==> src/rtl/accel_text_pkg.sv <==
// rtl/accel_text_pkg.sv - shared constants, geometry helpers and FSM states for the accelerometer text formatter
package accel_text_pkg;

   localparam int DATA_W   = 10;
   localparam int ORIGIN_X = 40;
   localparam int ORIGIN_Y = 60;
   localparam int GLYPH_W  = 60;
   localparam int GLYPH_H  = 100;
   localparam int CELL_GAP = 20;
   localparam int PITCH_X  = GLYPH_W + CELL_GAP;
   localparam int PITCH_Y  = GLYPH_H + CELL_GAP;
   localparam int NUM_ROWS = 3;
   localparam int NUM_COLS = 6;

   localparam logic [7:0] ASC_X     = 8'h58;
   localparam logic [7:0] ASC_Y     = 8'h59;
   localparam logic [7:0] ASC_Z     = 8'h5A;
   localparam logic [7:0] ASC_EQ    = 8'h3D;
   localparam logic [7:0] ASC_MINUS = 8'h2D;
   localparam logic [7:0] ASC_SPACE = 8'h20;
   localparam logic [7:0] ASC_ZERO  = 8'h30;

   typedef enum logic [2:0] {
      ST_IDLE,
      ST_LOAD,
      ST_SHIFT,
      ST_STORE,
      ST_DONE
   } state_t;

   // Left/top pixel edge of cell c; c == count gives the far edge of the grid.
   function automatic logic [9:0] cell_x(input int c);
      return 10'(ORIGIN_X + c * PITCH_X);
   endfunction

   function automatic logic [9:0] cell_y(input int r);
      return 10'(ORIGIN_Y + r * PITCH_Y);
   endfunction

endpackage

==> src/rtl/bin2bcd_serial.sv <==
// rtl/bin2bcd_serial.sv - iterative double-dabble converter, one shift-add-3 step per cycle
module bin2bcd_serial
   import accel_text_pkg::*;
#(
   parameter int WIDTH = DATA_W
)
(
   input  logic             clk,
   input  logic             reset,
   input  logic             start,
   input  logic [WIDTH-1:0] mag,
   output logic             busy,
   output logic             done,
   output logic [3:0]       bcd_hund,
   output logic [3:0]       bcd_tens,
   output logic [3:0]       bcd_ones
);

   localparam int CNT_W = $clog2(WIDTH + 1);

   logic [WIDTH-1:0] bin_q;
   logic [11:0]      bcd_q;
   logic [11:0]      bcd_adj;
   logic [CNT_W-1:0] cnt_q;

   always_comb begin
      bcd_adj = bcd_q;
      for (int d = 0; d < 3; d++) begin
         if (bcd_q[4*d +: 4] >= 4'd5)
            bcd_adj[4*d +: 4] = bcd_q[4*d +: 4] + 4'd3;
      end
   end

   // Asserted during the final step so the caller sees settled digits next cycle.
   assign done = busy && (cnt_q == CNT_W'(1));

   always_ff @(posedge clk) begin
      if (reset) begin
         busy  <= 1'b0;
         cnt_q <= '0;
         bin_q <= '0;
         bcd_q <= '0;
      end else if (start) begin
         busy  <= 1'b1;
         cnt_q <= CNT_W'(WIDTH);
         bin_q <= mag;
         bcd_q <= '0;
      end else if (busy) begin
         {bcd_q, bin_q} <= {bcd_adj[10:0], bin_q, 1'b0};
         cnt_q          <= cnt_q - CNT_W'(1);
         if (cnt_q == CNT_W'(1))
            busy <= 1'b0;
      end
   end

   assign bcd_hund = bcd_q[11:8];
   assign bcd_tens = bcd_q[7:4];
   assign bcd_ones = bcd_q[3:0];

endmodule

==> src/rtl/accel_text_formatter.sv <==
// rtl/accel_text_formatter.sv - converts xyz samples to a 3x6 text buffer and serves glyph lookups per pixel
module accel_text_formatter
   import accel_text_pkg::*;
(
   input  logic              clk,
   input  logic              reset,
   input  logic              sample_valid,
   output logic              sample_ready,
   input  logic [DATA_W-1:0] ax,
   input  logic [DATA_W-1:0] ay,
   input  logic [DATA_W-1:0] az,
   input  logic              frame_start,
   input  logic [9:0]        pixel_x,
   input  logic [9:0]        pixel_y,
   output logic [7:0]        char_code,
   output logic [9:0]        base_x,
   output logic [9:0]        base_y,
   output logic [9:0]        x_out,
   output logic [9:0]        y_out,
   output logic              conv_done
);

   state_t state_q, state_d;
   logic [1:0] axis_q;
   logic       pending_q;
   logic       bcd_start, bcd_busy, bcd_done;
   logic [3:0] bcd_hund, bcd_tens, bcd_ones;

   logic [NUM_ROWS-1:0][DATA_W-1:0] sample_q;
   logic [DATA_W-1:0]               cur_val, cur_mag;
   logic                            cur_neg;

   // Only the variable part of each row is stored: sign flag plus three BCD digits.
   logic [NUM_ROWS-1:0]       sh_neg, dp_neg;
   logic [NUM_ROWS-1:0][11:0] sh_bcd, dp_bcd;

   always_comb begin
      case (axis_q)
         2'd1:    cur_val = sample_q[1];
         2'd2:    cur_val = sample_q[2];
         default: cur_val = sample_q[0];
      endcase
      cur_neg = cur_val[DATA_W-1];
      cur_mag = cur_neg ? (~cur_val + DATA_W'(1)) : cur_val;
   end

   bin2bcd_serial #(.WIDTH(DATA_W)) u_bcd (
      .clk      (clk),
      .reset    (reset),
      .start    (bcd_start),
      .mag      (cur_mag),
      .busy     (bcd_busy),
      .done     (bcd_done),
      .bcd_hund (bcd_hund),
      .bcd_tens (bcd_tens),
      .bcd_ones (bcd_ones)
   );

   assign sample_ready = (state_q == ST_IDLE) && !pending_q && !bcd_busy;
   assign conv_done    = (state_q == ST_DONE);

   always_comb begin
      state_d   = state_q;
      bcd_start = 1'b0;
      case (state_q)
         ST_IDLE:  if (sample_valid && sample_ready) state_d = ST_LOAD;
         ST_LOAD: begin
            bcd_start = 1'b1;
            state_d   = ST_SHIFT;
         end
         ST_SHIFT: if (bcd_done) state_d = ST_STORE;
         ST_STORE: state_d = (axis_q == 2'd2) ? ST_DONE : ST_LOAD;
         ST_DONE:  state_d = ST_IDLE;
         default:  state_d = ST_IDLE;
      endcase
   end

   always_ff @(posedge clk) begin
      if (reset) begin
         state_q   <= ST_IDLE;
         axis_q    <= 2'd0;
         pending_q <= 1'b0;
         sample_q  <= '0;
         sh_neg    <= '0;
         sh_bcd    <= '0;
         dp_neg    <= '0;
         dp_bcd    <= '0;
      end else begin
         state_q <= state_d;
         if (state_q == ST_IDLE && sample_valid && sample_ready) begin
            sample_q <= {az, ay, ax};
            axis_q   <= 2'd0;
         end
         if (state_q == ST_STORE) begin
            sh_neg[axis_q] <= cur_neg;
            sh_bcd[axis_q] <= {bcd_hund, bcd_tens, bcd_ones};
            axis_q         <= axis_q + 2'd1;
         end
         // pending is still low while in DONE, so a coincident frame_start cannot swap.
         if (state_q == ST_DONE) begin
            pending_q <= 1'b1;
         end else if (frame_start && pending_q) begin
            dp_neg    <= sh_neg;
            dp_bcd    <= sh_bcd;
            pending_q <= 1'b0;
         end
      end
   end

   logic [NUM_COLS-1:0] col_hit;
   logic [NUM_ROWS-1:0] row_hit;
   logic [2:0]          col_idx;
   logic [1:0]          row_idx;
   logic                in_grid;
   logic [7:0]          cell_char;

   always_comb begin
      col_hit = '0;
      row_hit = '0;
      col_idx = 3'd0;
      row_idx = 2'd0;
      for (int c = 0; c < NUM_COLS; c++)
         col_hit[c] = (pixel_x >= cell_x(c)) && (pixel_x < cell_x(c + 1));
      for (int r = 0; r < NUM_ROWS; r++)
         row_hit[r] = (pixel_y >= cell_y(r)) && (pixel_y < cell_y(r + 1));
      for (int c = 0; c < NUM_COLS; c++)
         if (col_hit[c]) col_idx = 3'(c);
      for (int r = 0; r < NUM_ROWS; r++)
         if (row_hit[r]) row_idx = 2'(r);
      in_grid = (|col_hit) && (|row_hit);

      case (col_idx)
         3'd0: begin
            case (row_idx)
               2'd1:    cell_char = ASC_Y;
               2'd2:    cell_char = ASC_Z;
               default: cell_char = ASC_X;
            endcase
         end
         3'd1:    cell_char = ASC_EQ;
         3'd2:    cell_char = dp_neg[row_idx] ? ASC_MINUS : ASC_SPACE;
         3'd3:    cell_char = ASC_ZERO + {4'h0, dp_bcd[row_idx][11:8]};
         3'd4:    cell_char = ASC_ZERO + {4'h0, dp_bcd[row_idx][7:4]};
         3'd5:    cell_char = ASC_ZERO + {4'h0, dp_bcd[row_idx][3:0]};
         default: cell_char = ASC_SPACE;
      endcase
   end

   always_ff @(posedge clk) begin
      if (reset) begin
         char_code <= ASC_SPACE;
         base_x    <= '0;
         base_y    <= '0;
         x_out     <= '0;
         y_out     <= '0;
      end else begin
         x_out <= pixel_x;
         y_out <= pixel_y;
         if (in_grid) begin
            char_code <= cell_char;
            base_x    <= cell_x(int'(col_idx));
            base_y    <= cell_y(int'(row_idx));
         end else begin
            char_code <= ASC_SPACE;
            base_x    <= '0;
            base_y    <= '0;
         end
      end
   end

endmodule
==> config.mk <==
export PLATFORM = sky130hd
export DESIGN_NAME = accel_text_formatter
export DESIGN_NICKNAME = d
export VERILOG_FILES = /design/src/rtl/accel_text_pkg.sv /design/src/rtl/bin2bcd_serial.sv /design/src/rtl/accel_text_formatter.sv
export SDC_FILE = /design/constraint.sdc
export NUM_CORES = 1
export LEC_CHECK = 0
export CAP_MARGIN = 20
export CELL_PAD_IN_SITES_DETAIL_PLACEMENT = 0
export CELL_PAD_IN_SITES_GLOBAL_PLACEMENT = 2
export CORE_UTILIZATION = 35
export CTS_CLUSTER_DIAMETER = 100
export DETAILED_ROUTE_END_ITERATION = 6
export PLACE_DENSITY = 0.82
export SLEW_MARGIN = 10
export SYNTH_ARGS = -nofsm -noshare
export SYNTH_HDL_FRONTEND = slang
export SYNTH_HIERARCHICAL = 1
export SYNTH_SLANG_ARGS = --single-unit
==> constraint.sdc <==
create_clock -name clk -period 5.6 [get_ports clk]
set_input_delay 0.56 -clock clk [delete_from_list [all_inputs] [get_ports clk]]
set_output_delay 0.56 -clock clk [all_outputs]
set_load 0.05 [all_outputs]
# Word level (Yosys, flattened, before mapping)
# Index checks and enable logic that the tools add are counted.
# word_totals
latchBits	0
mem_bits_ro	0
ram_bits	0
register_bits	189
inputBits	54
mem_count	0
elab_cells	152
output_inout_bits	50
# op_classes
n_eq_ne	16
n_reduce_logical	31
shift	0
n_div	0
order_cmp	24
addsub	11
mux	41
n_bitwise	3
multipliers	2
# op_table
op	n
< comparator 10 x 9 -> 1 bit (second input constant)	5
case mux 8 bit (6 select lines)	1
>= comparator 10 x 9 -> 1 bit (second input constant)	4
bitwise mux 36 bit	1
two-way mux 10 bit	3
binary-select mux 12 bit (select 2 bit)	1
demux 12 bit (select 2 bit)	1
two-way mux 12 bit	2
two-way mux 3 bit	8
adder 6 x 4 -> 7 bit (first input constant)	3
>= comparator 10 x 6 -> 1 bit (second input constant)	2
>= comparator 10 x 8 -> 1 bit (second input constant)	2
< comparator 10 x 8 -> 1 bit (second input constant)	2
two-way mux 4 bit	5
case mux 10 bit (2 select lines)	1
logical AND 1 bit	18
== test 3 x 2 -> 1 bit (second input constant)	4
>= comparator 4 x 3 -> 1 bit (second input constant)	3
case mux 3 bit (4 select lines)	1
adder 10 x 1 -> 10 bit (second input constant)	1
adder 6 x 10 -> 10 bit (first input constant)	1
adder 6 x 9 -> 10 bit (first input constant)	1
>= comparator 10 x 7 -> 1 bit (second input constant)	1
< comparator 10 bit (second input constant)	1
30 further kinds	56

# Longest topological paths before layout
# Gate-level depths: netlist of run 1.
# logic_depth
ltp_word	9
mapped_depth	12
mapped_depth_nobuf	11

# Hierarchy
# The synthesis of run 1 kept the hierarchy.
# by_module_without_submodules
mod	n_inst	area_per_inst_um2	seq_area_each_um2	cells_per_inst
accel_text_formatter	1	6200.9	3083.0	754
bin2bcd_serial	1	1467.7	540.5	178

# Least setup slack after synthesis of run 1
# Ideal clock, no wire load.
# synth_path
kind	reg-to-reg
from	register state_q[0]
to	register sample_q[0] in the netlist's numbering
path_stages_with_launch	8
required_ns	5.530
synth_period_minus_slack_ns	3.183
setup_ns	0.070
path_slack_ns	2.417
path_buffers	2
arrival_time_ns	3.112
cell_sequence	dfxtp_1 nor2_1 nor4b_1 and2_1 clkbuf_1 clkbuf_1 nand2_1 a21oi_1
# synth_via
elab_chain_cells	4
word_cells_on_any_way	5
classes_between	reduce/logical: 5
# synth_lines
item	line_no	rtl
start: declaration	accel_text_formatter.sv:23	state_t state_q, state_d;
start signal: assignment	accel_text_formatter.sv:89	state_q <= state_d;
logical NOT 3 bit	accel_text_formatter.sv:59	assign sample_ready = (state_q == ST_IDLE) && !pending_q && !bcd_busy;
logical AND 1 bit (2 in a row)	accel_text_formatter.sv:59	
named net sample_ready	accel_text_formatter.sv:8	output logic sample_ready,
logical AND 1 bit	accel_text_formatter.sv:90	if (state_q == ST_IDLE && sample_valid && sample_ready) begin
end signal: assignment	accel_text_formatter.sv:91	sample_q <= {az, ay, ax};
end: declaration	accel_text_formatter.sv:29	logic [NUM_ROWS-1:0][DATA_W-1:0] sample_q;
# The timed path passes the listed nets, and every way through them passes these cells.
# A chain may end at the register's enable or synchronous reset.

# Worst setup path in the final report of run 1
# layout_path
from	register state_q[1]
to	output sample_ready
# layout_via
elab_chain_cells	3
# layout_lines
item	line_no
logical NOT 3 bit	accel_text_formatter.sv:59
logical AND 1 bit (2 in a row)	accel_text_formatter.sv:59
end: declaration	accel_text_formatter.sv:8
# No other way between the ends.

==> impl_results.md, run 1 <==
* Status: completed
* Hold Crit Class: flop to flop
* Ratio of final minimum period to clock period at 50.7%
* Distinct cells, synth at 69
* CTS tree: done
* Fmax achieved at 352 MHz
* Most frequently used flop master after synthesis: dfxtp_1
* Setup CP Type: flop to output pin
* Area of the multi-input gates at roughly 3700 um^2
* Critical Path Start Type: flop
* Post-layout instance area at roughly 9400 um^2
* Die height at 150 um
* GRT overflow at 0
* Worst Hold Launch: sh_neg[1]
* Leak at 0.00320 uW
* Min-Delay Path Depth at 2
* Clock sink count at 181
* Vias at approximately 6400
* Initial antenna violation count at 0
* RSZ-0062 raised after global routing: no
* ANT cells at 0
* Dominant cells by area after synthesis: dfxtp_1, nand2_1, a21oi_1, ha_1, clkbuf_1
* Syn. warnings at 6
* Final wirelength at 18900 um
* Initial Util at a little over a third
* Vias in the first global route at 5954
* Most instantiated cells after synthesis: nand2_1, dfxtp_1, a21oi_1, clkbuf_1, nor2_1
* Setup TNS at 0 ns
* Slew @ Worst Pin at 1.06 ns
* Post-synth ARST share at 0%
* CP arrival at 2.28 ns
* CTS Buf Count at 17
* Mapped Cells at just over 900
* Seq cells post-synth at 181
* Max incr delay on CP at 0.90 ns
* FILL cells at 2220
* DIE WIDTH at 150 um
* R2R cell count at 10
* GR Util All Layers at 17.4%
* Max-slew headroom at around 29%
* DRC violations left at 0
* Via density at ~5
* Hold WS at ~0.45 ns
* Max Cap Viol at 0
* Final hold viol count at 0
* Slowest CP cell: clkdlybuf4s50_1
* Avg WL per Cell at 14.7 um
* Antenna viol nets, final at 0
* Final max-slew violation count at 0
* Critical Path, Cell by Cell: nor2_1, nor4b_1, clkdlybuf4s50_1
* Most numerous cell in the Yosys netlist: nand2_1
* Total Power at ~3000 uW
* Skew-Pair Late Insertion Delay at 0.43 ns
* DIE AREA at roughly 23000 um^2
* Area leader, netlist: dfxtp_1
* Top cell type's share of synthesized area at 47.3%
* 1st-iter DRT viols at roughly 340
* Number of port buffers at 96
* Nets@finish at 1061
* Synth Cell Area at 7670 um^2
* Endpoints failing setup at 0
* Drt first pass iters at 4
* Clock root buffer: clkbuf_16
* Power Density at about 330 nW/um^2
* Layout cell share with drive strength beyond 1 at 6.67%
* Final Skew at 0.0182 ns
* CTS Buffer Depth at 2
* Post-CTS setup buffer count at 0
* Peak supply drop at 0.185 mV
* Hold Crit Endpoint: dp_neg[1]
* CP max FO at 6
* Launching point of the worst reg2reg path: axis_q[0]
* Row count at 53
* Hold Buf Count CTS at 0
* EDFF count, synth at 0
* First-pass GRT wire length at 30800 um
* Core Area at 21200 um^2
* Crit end category: output pin
* Largest net degree at the start of global routing at 88
* CTS HTree Levels at 4
* Post-CTS Resized at 0
* Layout area overhead at 22.1%
* Sequential area share after synthesis at 47.3%
* Seq. cell area at 3620 um^2
* Post-DP Area at 8730 um^2
* Syn_area_per_cell at about 8 um^2
* Register-to-register setup slack at approximately 3.1 ns
* Req. time, crit path at around 5.0 ns
* Placer Congestion at 0.787
* R2R Path End: u_bcd/bin_q[8]
* Reg clk slew, reported paths at 0.07 ns
* IO Pins at 104
* Post-route minimum period at about 2.8 ns
* HPWL after DPL at 12600 um
[flip-flops by register name, indices dropped and copies added, names as in the netlist, 4 cells and up]
signal and flops:
dp_bcd 36, sh_bcd 36, sample_q 30, u_bcd/bcd_q 12, u_bcd/bin_q 10, x_out 10, y_out 10, base_x 7
char_code 7, base_y 6, u_bcd/cnt_q 4
[metal layers]
metal  vias to the layer above  GRT usage [%]  wire [um]
met4                         0           5.45        189
met2                       116           27.2       8570
li1                       3260              -          -
met3                        14           3.60        609
met1                      2961           23.9       9490
met5                         -              0          0
[cells in the final DEF, fill, tap and decap left out, types with 5 or more instances in the layout]
cell	instances
nand2_1	257
dfxtp_1	181
a21oi_1	138
clkdlybuf4s50_1	95
nor2_1	36
inv_1	21
nor2b_1	20
clkbuf_16	17
o21ai_0	15
ha_1	15
and2_1	12
a22o_1	11
a22oi_1	11
xnor2_1	10
mux2_2	10
nand3_1	10
mux2i_1	9
nand2b_1	8
a31oi_1	8
conb_1	8
buf_4	6
nor3_1	5
[how the worst max path moves through the flow]
stage	cells after the start	endpoint	from
floorplan	7	sample_q[0]	state_q[0]
global placement	8	char_code[6]	pixel_x[4]
detailed placement	8	base_y[5]	pixel_x[3]
CTS	3	sample_ready	state_q[1]
global route	8	char_code[6]	pixel_x[3]
finish	3	sample_ready	state_q[1]
[where the power goes]
group,internal (uW),leakage (uW),switching [uW]
clock,746,0.000300,521
sequential,1340,0.00147,35.2
combinational,152,0.00143,251
[cell type report]
| class | count | area share (%) |
|---|---|---|
| sequential | 181 | 38.7 |
| clock inverter | 12 | 1.76 |
| inverter | 22 | 0.882 |
| clock buffer | 20 | 4.99 |
| multi-input combinational | 668 | 39.2 |
| timing repair buffer | 102 | 10.8 |
| tap | 275 | 3.68 |
[logic make-up (layout without fill, tap and decap cells)]
logic type               count (synthesis)  count (layout)  synth area share [%]
XOR/XNOR                                12              12                  1.37
adder cells (fa/ha/maj)                 15              15                  2.45
flip-flops                             181             181                  47.3
buffers and inverters                   90             156                  5.34
other                                    1               8                0.0489
multiplexers                            19              19                  2.64
AO/OA/AOI/OAI                          232             232                  18.8
AND/OR/NAND/NOR                        382             382                  22.1
[through the flow]
step	util [%]	setup slack [ns]	std cells
5_1_grt	44.1	2.44	1280
2_1_floorplan	-	2.42	939
6_report	44.1	2.76	1280
4_1_cts	44.1	2.73	1280
3_3_place_gp	41.1	2.31	1247
3_5_place_dp	41.1	2.30	1248
[critical path, delay by kind of cell (launching register included)]
kind	cells	cell delay, ns
buffers and inverters	1	0.90
DFF	1	0.36
and+or+nand+nor	2	0.58
No activity file was read; power rests on OpenSTA's default activity.
==> run 2: changes to the inputs <==
--- a/config.mk
+++ b/config.mk
@@ -8,10 +8,10 @@
 export CAP_MARGIN = 20
 export CELL_PAD_IN_SITES_DETAIL_PLACEMENT = 0
 export CELL_PAD_IN_SITES_GLOBAL_PLACEMENT = 2
-export CORE_UTILIZATION = 35
+export CORE_UTILIZATION = 29
 export CTS_CLUSTER_DIAMETER = 100
 export DETAILED_ROUTE_END_ITERATION = 6
-export PLACE_DENSITY = 0.82
+export PLACE_DENSITY = 0.73
 export SLEW_MARGIN = 10
 export SYNTH_ARGS = -nofsm -noshare
 export SYNTH_HDL_FRONTEND = slang
==> constraint.sdc (replaced) <==
create_clock -name clk -period 2.6 [get_ports clk]
set_input_delay 0.26 -clock clk [delete_from_list [all_inputs] [get_ports clk]]
set_output_delay 0.26 -clock clk [all_outputs]
set_load 0.05 [all_outputs]
==> run 2 against run 1 <==
Compared with the run above: highest routed layer unchanged; first-iteration DRC count up 7.1%; cell area rose by 2.7%; power grew 120%; wire length rose by 10%; sequential share of layout area decreased by 1.0 points; final cell count rose by 6.7%; critical path depth increased by 7.
==> impl_results.md, run 2 (synthesis gave the netlist of run 1 again) <==
* Final wirelength at 20800 um (+10%)
* Layout cell share with drive strength beyond 1 at 8.92% (+2.3 points)
* FILL cells at 2793 (+26%)
* ANT cells at 0 (unchanged)
* CP arrival at 2.71 ns (+0.43 ns)
* CTS Buffer Depth at 2 (unchanged)
* Power Density at 684 nW/um^2 (+110%)
* Max incr delay on CP at 0.43 ns (-0.47 ns)
* Leak at 0.00333 uW (+3.8%)
* Post-layout instance area at 9620 um^2 (+2.7%)
* Ratio of final minimum period to clock period at ~90%
* Total Power at 6580 uW (+120%)
* Number of port buffers at 96 (unchanged)
* Clock sink count at 181 (unchanged)
* Post-route minimum period at 2.35 ns
* Vias at 6401 (+0.79%)
* Die height at 165 um (+9.7%)
* DIE AREA at 27100 um^2 (+20%)
* Drt first pass iters at 4 (unchanged)
* Initial Util at 29.5% (-6.6 points)
* Largest net degree at the start of global routing at 123 (+40%)
* Antenna viol nets, final at 0 (unchanged)
* Clock root buffer: clkbuf_16
* CTS HTree Levels at 4 (unchanged)
* R2R cell count at 10 (unchanged)
* Max-slew headroom at 49.1% (+20 points)
* Core Area at 26000 um^2 (+22%)
* GRT overflow at 0 (unchanged)
* Nets@finish at 1087 (+2.5%)
* Hold Buf Count CTS at 0 (unchanged)
* CTS tree: done
* Final Skew at 0.0102 ns (-0.00798 ns)
* Post-DP Area at 9000 um^2 (+3.1%)
* Vias in the first global route at 6211 (+4.3%)
* Layout area overhead at 25.4%
* Critical Path Start Type: flop
* 1st-iter DRT viols at 361 (+7.1%)
* Buf/Inv on CP at 1 (unchanged)
* DRC violations left at 0 (unchanged)
* DIE WIDTH at 165 um (+9.7%)
* Max Cap Viol at 0 (unchanged)
* GR Util All Layers at 15.6% (-1.8 points)
* CP delay by family, top: adder cells
* Setup CP Type: flop to flop
* Biggest regs: dp_bcd (36), sh_bcd (36), sample_q (30)
* First-pass GRT wire length at 33000 um (+7.1%)
* CTS Buf Count at 17 (unchanged)
* Commonest non-fill, non-tap cell in the layout: nand2_1
* Commonest cells after routing, fill and taps aside: nand2_1, dfxtp_1, a21oi_1
* Status: completed
* Endpoints failing setup at 0 (unchanged)
* Min-Delay Path Depth at 2 (unchanged)
* Cell mode on critical path: ha_1
* HPWL after DPL at 14300 um (+14%)
* Crit end category: flop
* IO Pins at 104 (unchanged)
* Slowest CP cell: ha_1
* Critical path depth at 10 (+7)
* Reg clk slew, reported paths at 0.07 ns (about the same)
* Initial antenna violation count at 0 (unchanged)
* Critical Path, Cell by Cell: inv_1, ha_1, mux2i_1, ha_1, and3_1, a31oi_1, nor2_1, xor2_1, nand2_1, a21oi_1
* Row count at 59 (+11%)
* Final max-slew violation count at 0 (unchanged)
* Final hold viol count at 0 (unchanged)
* Post-CTS setup buffer count at 0 (unchanged)
* RSZ-0062 raised after global routing: no
* Avg WL per Cell at 15.2 um (+3.3%)
* Req. time, crit path at 2.96 ns (-2.08 ns)
* Peak supply drop at 0.362 mV (+96%)
* Placer Congestion at 0.824 (+4.7%)
* Fmax achieved at 425 MHz
* Skew-Pair Late Insertion Delay at 0.43 ns (about the same)
* Hold Crit Class: input port to flop
* Slew @ Worst Pin at 0.761 ns (-0.300 ns)
* Via density at 4.69 (-5.6%)
* CP max FO at 6 (unchanged)
==> run 2: stage by stage <==
stage                     setup TNS (ns)  util, %  instances  hold WS [ns]  setup slack, ns
after floorplan                        0        -        939         0.329            0.228
after global placement                 0     34.6       1334         0.440           0.0582
after detailed placement        -0.00360     34.6       1334         0.444         -0.00360
after CTS                              0     37.0       1366         0.217            0.138
after global routing                   0     37.0       1366         0.225           0.0465
final                                  0     37.0       1366         0.235            0.249
==> run 2: repair_timing <==
| action | CTS | global route |
|---|---|---|
| endpoints found under the setup margin | 0 | 4 |
| gates resized for setup | 0 | 1 |
| hold endpoints to repair | 0 | 0 |
==> run 2: layout make-up <==
| type | count | area, um^2 | share of cell area, % |
|---|---|---|---|
| Multi-Input combinational cell | 668 | 3670 | 38.2 |
| Sequential cell | 181 | 3620 | 37.7 |
| Timing Repair Buffer | 128 | 1210 | 12.6 |
| Clock buffer | 19 | 443 | 4.61 |
| Tap cell | 335 | 419 | 4.36 |
| Clock inverter | 13 | 170 | 1.77 |
| Inverter | 22 | 82.6 | 0.859 |
==> run 2: where the power goes <==
group          total [uW]  switching [uW]  internal (uW)
Combinational         902             549            354
Clock                2710            1160           1550
Sequential           2960            79.7           2880
Total                6580            1790           4790
==> run 2: final timing paths <==
check | end | startpoint | slack [ns]
hold reg to reg | dp_bcd[32] | sh_bcd[32] | 0.45
setup reg to reg | u_bcd/bin_q[8] | axis_q[0] | 0.25
hold / removal | u_bcd/busy | reset | 0.24
setup / recovery | u_bcd/bin_q[8] | axis_q[0] | 0.25
==> run 2: routing by layer <==
metal | vias to the layer above | part of all wire, % | GRT usage (%)
met3 | 18 | 3.1 | 2.74
met4 | 0 | 1.3 | 4.67
met1 | 2972 | 48 | 20.5
met5 | - | 0 | 0
li1 | 3316 | - | -
met2 | 95 | 48 | 26.0
